File: config.mk
export PLATFORM = sky130hd
export DESIGN_NAME = sys_bus_arbiter
export DESIGN_NICKNAME = d
export VERILOG_FILES = /design/src/rtl/sys_bus_arbiter.sv
export SDC_FILE = /design/constraint.sdc
export NUM_CORES = 1
export LEC_CHECK = 0
export BUFFER_PORTS_ARGS = -buffer_cell sky130_fd_sc_hd__buf_2
export CAP_MARGIN = 40
export CORE_MARGIN = 3
export CORE_UTILIZATION = 54
export CTS_BUF_LIST = sky130_fd_sc_hd__clkbuf_4
export DETAILED_ROUTE_END_ITERATION = 7
export GPL_TIMING_DRIVEN = 0
export PLACE_DENSITY = 0.87
export RECOVER_POWER = 100
export SYNTH_ARGS = -nofsm -noshare
export SYNTH_HDL_FRONTEND = slang
export SYNTH_SLANG_ARGS = --single-unit
File: constraint.sdc
create_clock -name sys_clk_i -period 11 [get_ports sys_clk_i]
set_clock_uncertainty 0.1 [all_clocks]
set_input_delay 1.65 -clock sys_clk_i [delete_from_list [all_inputs] [get_ports sys_clk_i]]
set_output_delay 1.65 -clock sys_clk_i [all_outputs]
set_load 0.05 [all_outputs]
File: src/rtl/sys_bus_arbiter.sv
// sys_bus_arbiter: round-robin sharing of one simple system-bus slave port
// between NM single-pulse masters, with a per-transaction timeout that
// produces an error acknowledge so no master can lock up.
module sys_bus_arbiter #(
  parameter int unsigned NM      = 2,
  parameter int unsigned AW      = 32,
  parameter int unsigned DW      = 32,
  parameter int unsigned SW      = DW >> 3,
  parameter int unsigned TIMEOUT = 32
) (
  input  logic             sys_clk_i,
  input  logic             sys_rst_i,
  input  logic [NM*AW-1:0] m_addr_i,
  input  logic [NM*DW-1:0] m_wdata_i,
  input  logic [NM*SW-1:0] m_sel_i,
  input  logic [NM-1:0]    m_wen_i,
  input  logic [NM-1:0]    m_ren_i,
  output logic [NM-1:0]    m_busy_o,
  output logic [NM-1:0]    m_ack_o,
  output logic             m_err_o,
  output logic [DW-1:0]    m_rdata_o,
  output logic [NM-1:0]    m_ovf_o,
  output logic [AW-1:0]    s_addr_o,
  output logic [DW-1:0]    s_wdata_o,
  output logic [SW-1:0]    s_sel_o,
  output logic             s_wen_o,
  output logic             s_ren_o,
  input  logic [DW-1:0]    s_rdata_i,
  input  logic             s_err_i,
  input  logic             s_ack_i
);

  localparam int unsigned LW = (NM > 1) ? $clog2(NM) : 1;
  localparam int unsigned CW = 8;

  typedef enum logic {
    S_IDLE,
    S_WAIT
  } state_t;

  state_t                 state_q, state_d;
  logic [LW-1:0]          last_q, last_d;
  logic [LW-1:0]          owner_q, owner_d;
  logic [CW-1:0]          cnt_q, cnt_d;
  logic [NM-1:0]          busy_q, busy_d;
  logic [NM-1:0]          ovf_q, ovf_d;
  logic [NM-1:0]          req_we_q, req_we_d;
  logic [NM-1:0][AW-1:0]  req_addr_q, req_addr_d;
  logic [NM-1:0][DW-1:0]  req_wdata_q, req_wdata_d;
  logic [NM-1:0][SW-1:0]  req_sel_q, req_sel_d;
  logic [AW-1:0]          s_addr_q, s_addr_d;
  logic [DW-1:0]          s_wdata_q, s_wdata_d;
  logic [SW-1:0]          s_sel_q, s_sel_d;
  logic                   s_wen_q, s_wen_d;
  logic                   s_ren_q, s_ren_d;
  logic [NM-1:0]          m_ack_q, m_ack_d;
  logic                   m_err_q, m_err_d;
  logic [DW-1:0]          m_rdata_q, m_rdata_d;

  logic                   gnt_found;
  logic [LW-1:0]          gnt_idx;
  logic [LW-1:0]          cand;

  // Round-robin search: first pending master strictly after the last grant.
  always_comb begin
    gnt_found = 1'b0;
    gnt_idx   = last_q;
    cand      = last_q;
    for (int unsigned k = 1; k <= NM; k++) begin
      cand = LW'((32'(last_q) + k) % NM);
      if (!gnt_found && busy_q[cand]) begin
        gnt_found = 1'b1;
        gnt_idx   = cand;
      end
    end
  end

  // Request capture, overflow tracking and the IDLE/WAIT transaction FSM.
  always_comb begin
    state_d     = state_q;
    last_d      = last_q;
    owner_d     = owner_q;
    cnt_d       = cnt_q;
    busy_d      = busy_q;
    ovf_d       = ovf_q;
    req_we_d    = req_we_q;
    req_addr_d  = req_addr_q;
    req_wdata_d = req_wdata_q;
    req_sel_d   = req_sel_q;
    s_addr_d    = s_addr_q;
    s_wdata_d   = s_wdata_q;
    s_sel_d     = s_sel_q;
    s_wen_d     = 1'b0;
    s_ren_d     = 1'b0;
    m_ack_d     = '0;
    m_err_d     = m_err_q;
    m_rdata_d   = m_rdata_q;

    // busy_q is already low in the cycle m_ack_o fires, so a re-request
    // arriving together with its own ack is accepted here.
    for (int i = 0; i < int'(NM); i++) begin
      if (m_wen_i[i] || m_ren_i[i]) begin
        if (busy_q[i]) begin
          ovf_d[i] = 1'b1;
        end else begin
          busy_d[i]      = 1'b1;
          req_we_d[i]    = m_wen_i[i];
          req_addr_d[i]  = m_addr_i[i*AW +: AW];
          req_wdata_d[i] = m_wdata_i[i*DW +: DW];
          req_sel_d[i]   = m_sel_i[i*SW +: SW];
        end
      end
    end

    case (state_q)
      S_IDLE: begin
        if (gnt_found) begin
          last_d    = gnt_idx;
          owner_d   = gnt_idx;
          s_addr_d  = req_addr_q[gnt_idx];
          s_wdata_d = req_wdata_q[gnt_idx];
          s_sel_d   = req_sel_q[gnt_idx];
          s_wen_d   = req_we_q[gnt_idx];
          s_ren_d   = !req_we_q[gnt_idx];
          cnt_d     = '0;
          state_d   = S_WAIT;
        end
      end
      S_WAIT: begin
        if (s_ack_i) begin
          m_ack_d[owner_q] = 1'b1;
          m_err_d          = s_err_i;
          if (!req_we_q[owner_q]) begin
            m_rdata_d = s_rdata_i;
          end
          busy_d[owner_q]  = 1'b0;
          state_d          = S_IDLE;
        end else if (cnt_q == CW'(TIMEOUT - 1)) begin
          m_ack_d[owner_q] = 1'b1;
          m_err_d          = 1'b1;
          busy_d[owner_q]  = 1'b0;
          state_d          = S_IDLE;
        end else if (cnt_q != {CW{1'b1}}) begin
          cnt_d = cnt_q + CW'(1);
        end
      end
      default: state_d = S_IDLE;
    endcase
  end

  // State and output registers; reset abandons any in-flight transaction.
  always_ff @(posedge sys_clk_i or posedge sys_rst_i) begin
    if (sys_rst_i) begin
      state_q     <= S_IDLE;
      last_q      <= LW'(NM - 1);
      owner_q     <= '0;
      cnt_q       <= '0;
      busy_q      <= '0;
      ovf_q       <= '0;
      req_we_q    <= '0;
      req_addr_q  <= '0;
      req_wdata_q <= '0;
      req_sel_q   <= '0;
      s_addr_q    <= '0;
      s_wdata_q   <= '0;
      s_sel_q     <= '0;
      s_wen_q     <= 1'b0;
      s_ren_q     <= 1'b0;
      m_ack_q     <= '0;
      m_err_q     <= 1'b0;
      m_rdata_q   <= '0;
    end else begin
      state_q     <= state_d;
      last_q      <= last_d;
      owner_q     <= owner_d;
      cnt_q       <= cnt_d;
      busy_q      <= busy_d;
      ovf_q       <= ovf_d;
      req_we_q    <= req_we_d;
      req_addr_q  <= req_addr_d;
      req_wdata_q <= req_wdata_d;
      req_sel_q   <= req_sel_d;
      s_addr_q    <= s_addr_d;
      s_wdata_q   <= s_wdata_d;
      s_sel_q     <= s_sel_d;
      s_wen_q     <= s_wen_d;
      s_ren_q     <= s_ren_d;
      m_ack_q     <= m_ack_d;
      m_err_q     <= m_err_d;
      m_rdata_q   <= m_rdata_d;
    end
  end

  assign m_busy_o  = busy_q;
  assign m_ack_o   = m_ack_q;
  assign m_err_o   = m_err_q;
  assign m_rdata_o = m_rdata_q;
  assign m_ovf_o   = ovf_q;
  assign s_addr_o  = s_addr_q;
  assign s_wdata_o = s_wdata_q;
  assign s_sel_o   = s_sel_q;
  assign s_wen_o   = s_wen_q;
  assign s_ren_o   = s_ren_q;

endmodule

==> flow_summary.yaml <==
critical_path:
  max_stage_delay_ns: 1.85
  cp_top_family: "buffers and inverters"
  path_buf_inv: 2
  critical_path_class: "input port to asynchronous set/reset pin"
  r2r-end: "req_wdata_q[6]$_DFFE_PP0P_"
  r2r-start: "m_busy_o[0]$_DFF_PP0_"
  cp_data_required_time_ns: 11.07
  cp_max_fo: 73
  end_kind: "asynchronous set/reset pin"
  rrSetupSlack_ns: 8.34
  crit_path_start_kind: "input port"
  rr_worst_depth: 4
  crit_chain: "clkbuf_1 > clkinvlp_2"
  critPathSlowestCell: "clkinvlp_2"
  cp.arrival_ns: 3.64
global_routing:
  grt_pass1_wl_um: 40600
  grt_overflow: 0
  grt.total_usage_pct: 23.7
  grt_max_degree: 106
  grt_pass1_vias: 8239
  antenna_found_initial: 3
logic_synthesis:
  yosys.area_share.simple_pct: 4.76
  seq_area_frac_synth_pct: 61.7
  synth_edf_count: 0
  yosys.area_share.adder_pct: 0.120
  synth_compound_area_share_pct: 5.28
  syn_nets: 938
  synth-warning-count: 0
  netlist_instances: 761
  syn-cell-area_um2: 10500
  synthMuxAreaShare_pct: 25.2
  ys_ff_latch: 258
  synthXorXnorAreaFrac_pct: 0
  synth_top_family_by_area: "multiplexers"
  async_flop_share_pct: 100
  synth_flop_cell: "dfrtp_1"
  synth_cell_type_count: 40
  syn_area_per_cell_um2: 13.7
route:
  drc: 0
  wl_per_cell_um: 17.5
  num_vias: 7410
  via_per_inst: 5.25
  totalWireLength_um: 24800
  drt_iter0_drc: 307
  drtAntennaViolNets: 0
  dr.pass1.iters: 4
placement:
  gp_congestion: 0.813
  dp.final_hpwl_um: 17300
  portBuffers: 283
clocking:
  cts_resized: 0
  cts_tree: "built"
  clkLatencyLatePin_ns: 0.63
  cts_made_buffers: 68
  post-cts-setup-buffer-count: 0
  clk_pin_slew_ns: 0.06
  postCtsHoldBufs: 0
  htreeDepth: 3
  cts.sinks: 258
  cts_root_buf: "clkbuf_4"
  clockBufferDepth: 3
timing:
  hold_violations: 0
  final_max_slew_viol_count: 72
  fin_crit_ns: 3.57
  tightestPinTransition_ns: 3.30
  hold_ws_ns: 0.376
  slew_headroom_pct: -121
  fmax_ghz: 0.280
  fin_crit_sh_pct: 32.5
  rsz0062_at_grt: "false"
  setup_violations: 0
hold_path:
  min_path_type: "flop to flop"
  min_to: "s_addr_o[25]$_DFFE_PP0P_"
  hold_depth: 2
  min_from: "s_addr_o[25]$_DFFE_PP0P_"
layout:
  num-fill-cells: 1471
  most-common-layout-cells: "dfrtp_1, buf_2, clkbuf_1, mux2_2, clkbuf_4"
  fin_nets: 1293
  drive_gt1_share_pct: 35.1
  postLayoutCoreUtil_pct: 67.6
  final_common_cell: "dfrtp_1"
  syn2layout_area_growth_pct: 22.2
die:
  die_y_um: 145
  initial_core_util_pct: 55.4
  core_um2: 18900
  fp.dieW_um: 145
  pin_count: 285
  core.rowCount: 50
  die-area_um2: 21100
power_and_ir_drop:
  ir_drop_mv: 0.190
  powerDensity_nw_per_um2: 352
  p_leak_uw: 0.00592
run_status:
  status: "complete, but fails checks"
  violations: "max-capacitance violations, max-slew violations"
job:
  cap_violations: 1
## cells by family (layout without fill, tap and decap cells)
family,after synthesis,after routing
other,0,3
muxes,242,242
adders and majority gates,1,1
buffers and inverters,49,436
and+or+nand+nor,113,113
DFF,258,258
AOI/OAI and AO/OA,98,98
## final cells by class
cell class | instances | area (µm²) | area share [%]
multi-input combinational | 454 | 3670 | 28.7
clock buffer | 92 | 691 | 5.40
tap | 260 | 325 | 2.55
sequential | 258 | 6460 | 50.5
inverter | 2 | 8.76 | 0.0685
antenna | 3 | 7.51 | 0.0587
timing repair buffer | 285 | 1330 | 10.4
clock inverter | 10 | 90.1 | 0.705
buffer | 47 | 200 | 1.57
## stage by stage
step	TNS (ns)	cells	setup slack [ns]	total power, µW	cell area [µm²]
final	0	1411	7.43	4500	12800
after global routing	0	1411	6.97	4790	12800
after CTS	0	1408	7.77	4660	13000
after detailed placement	0	1306	7.74	3850	12300
after global placement	-89.39	1304	-0.362	3760	12200
after floorplan	0	761	2.15	3300	10500
## tightest hold or removal path, stage by stage (launching register included)
cell	delay (ns)
dfrtp_1	0.34
nand2_1	0.04
o21ai_0	0.06
## sequential cells by signal, indices dropped and copies added, names as in the netlist, 4 cells and up
| name | flops |
|---|---|
| cnt_q | 8 |
| req_addr_q | 64 |
| s_sel_o | 4 |
| req_sel_q | 8 |
| m_rdata_o | 32 |
| s_addr_o | 32 |
| req_wdata_q | 64 |
| s_wdata_o | 32 |
## Yosys cell counts, types with 2 or more instances
master | number | share of area, %
and2_1 | 2 | 0.12
nand2_1 | 82 | 2.9
clkbuf_1 | 9 | 0.32
nand2b_1 | 2 | 0.12
inv_1 | 2 | 0.072
dfrtp_1 | 257 | 61
a21oi_1 | 5 | 0.24
o22ai_1 | 3 | 0.18
mux2_1 | 50 | 5.4
nor3_1 | 4 | 0.19
a31oi_1 | 3 | 0.18
mux2_2 | 120 | 13
o21ai_0 | 7 | 0.33
buf_2 | 19 | 0.91
o21bai_2 | 3 | 0.32
mux2i_1 | 72 | 6.9
buf_6 | 7 | 0.75
buf_4 | 12 | 0.86
o21ai_1 | 70 | 3.3
nand3_1 | 3 | 0.14
nor2_1 | 8 | 0.29
nor4_1 | 3 | 0.18
## per-layer routing
metal / global-route usage [%] / vias to the layer above / wire length (µm)
met3: 8.15 / 57 / 2110
met4: 10.6 / 0 / 711
met5: 0 / - / 0
met1: 27.4 / 3639 / 9520
li1: - / 3415 / -
met2: 40.2 / 299 / 12400
## worst max-delay path by stage
stage | from | end | slack [ns] | cells after the start
after floorplan | sys_rst_i | cnt_q[0]$_DFFE_PP0P_ | 2.15 | 1
after global placement | sys_rst_i | m_rdata_o[10]$_DFFE_PP0P_ | -0.36 | 2
after detailed placement | m_ren_i[0] | req_wdata_q[1]$_DFFE_PP0P_ | 7.74 | 5
after CTS | m_busy_o[1]$_DFF_PP0_ | m_busy_o[1] | 7.77 | 1
after global routing | sys_rst_i | s_addr_o[19]$_DFFE_PP0P_ | 6.97 | 2
final | sys_rst_i | s_addr_o[25]$_DFFE_PP0P_ | 7.43 | 2
## power by group
part | total (µW) | switching (µW) | internal, µW
logic | 2010 | 1350 | 661
clock network | 788 | 361 | 427
registers | 1690 | 263 | 1430
total | 4500 | 1980 | 2520
(Power assumes the default switching activity.)
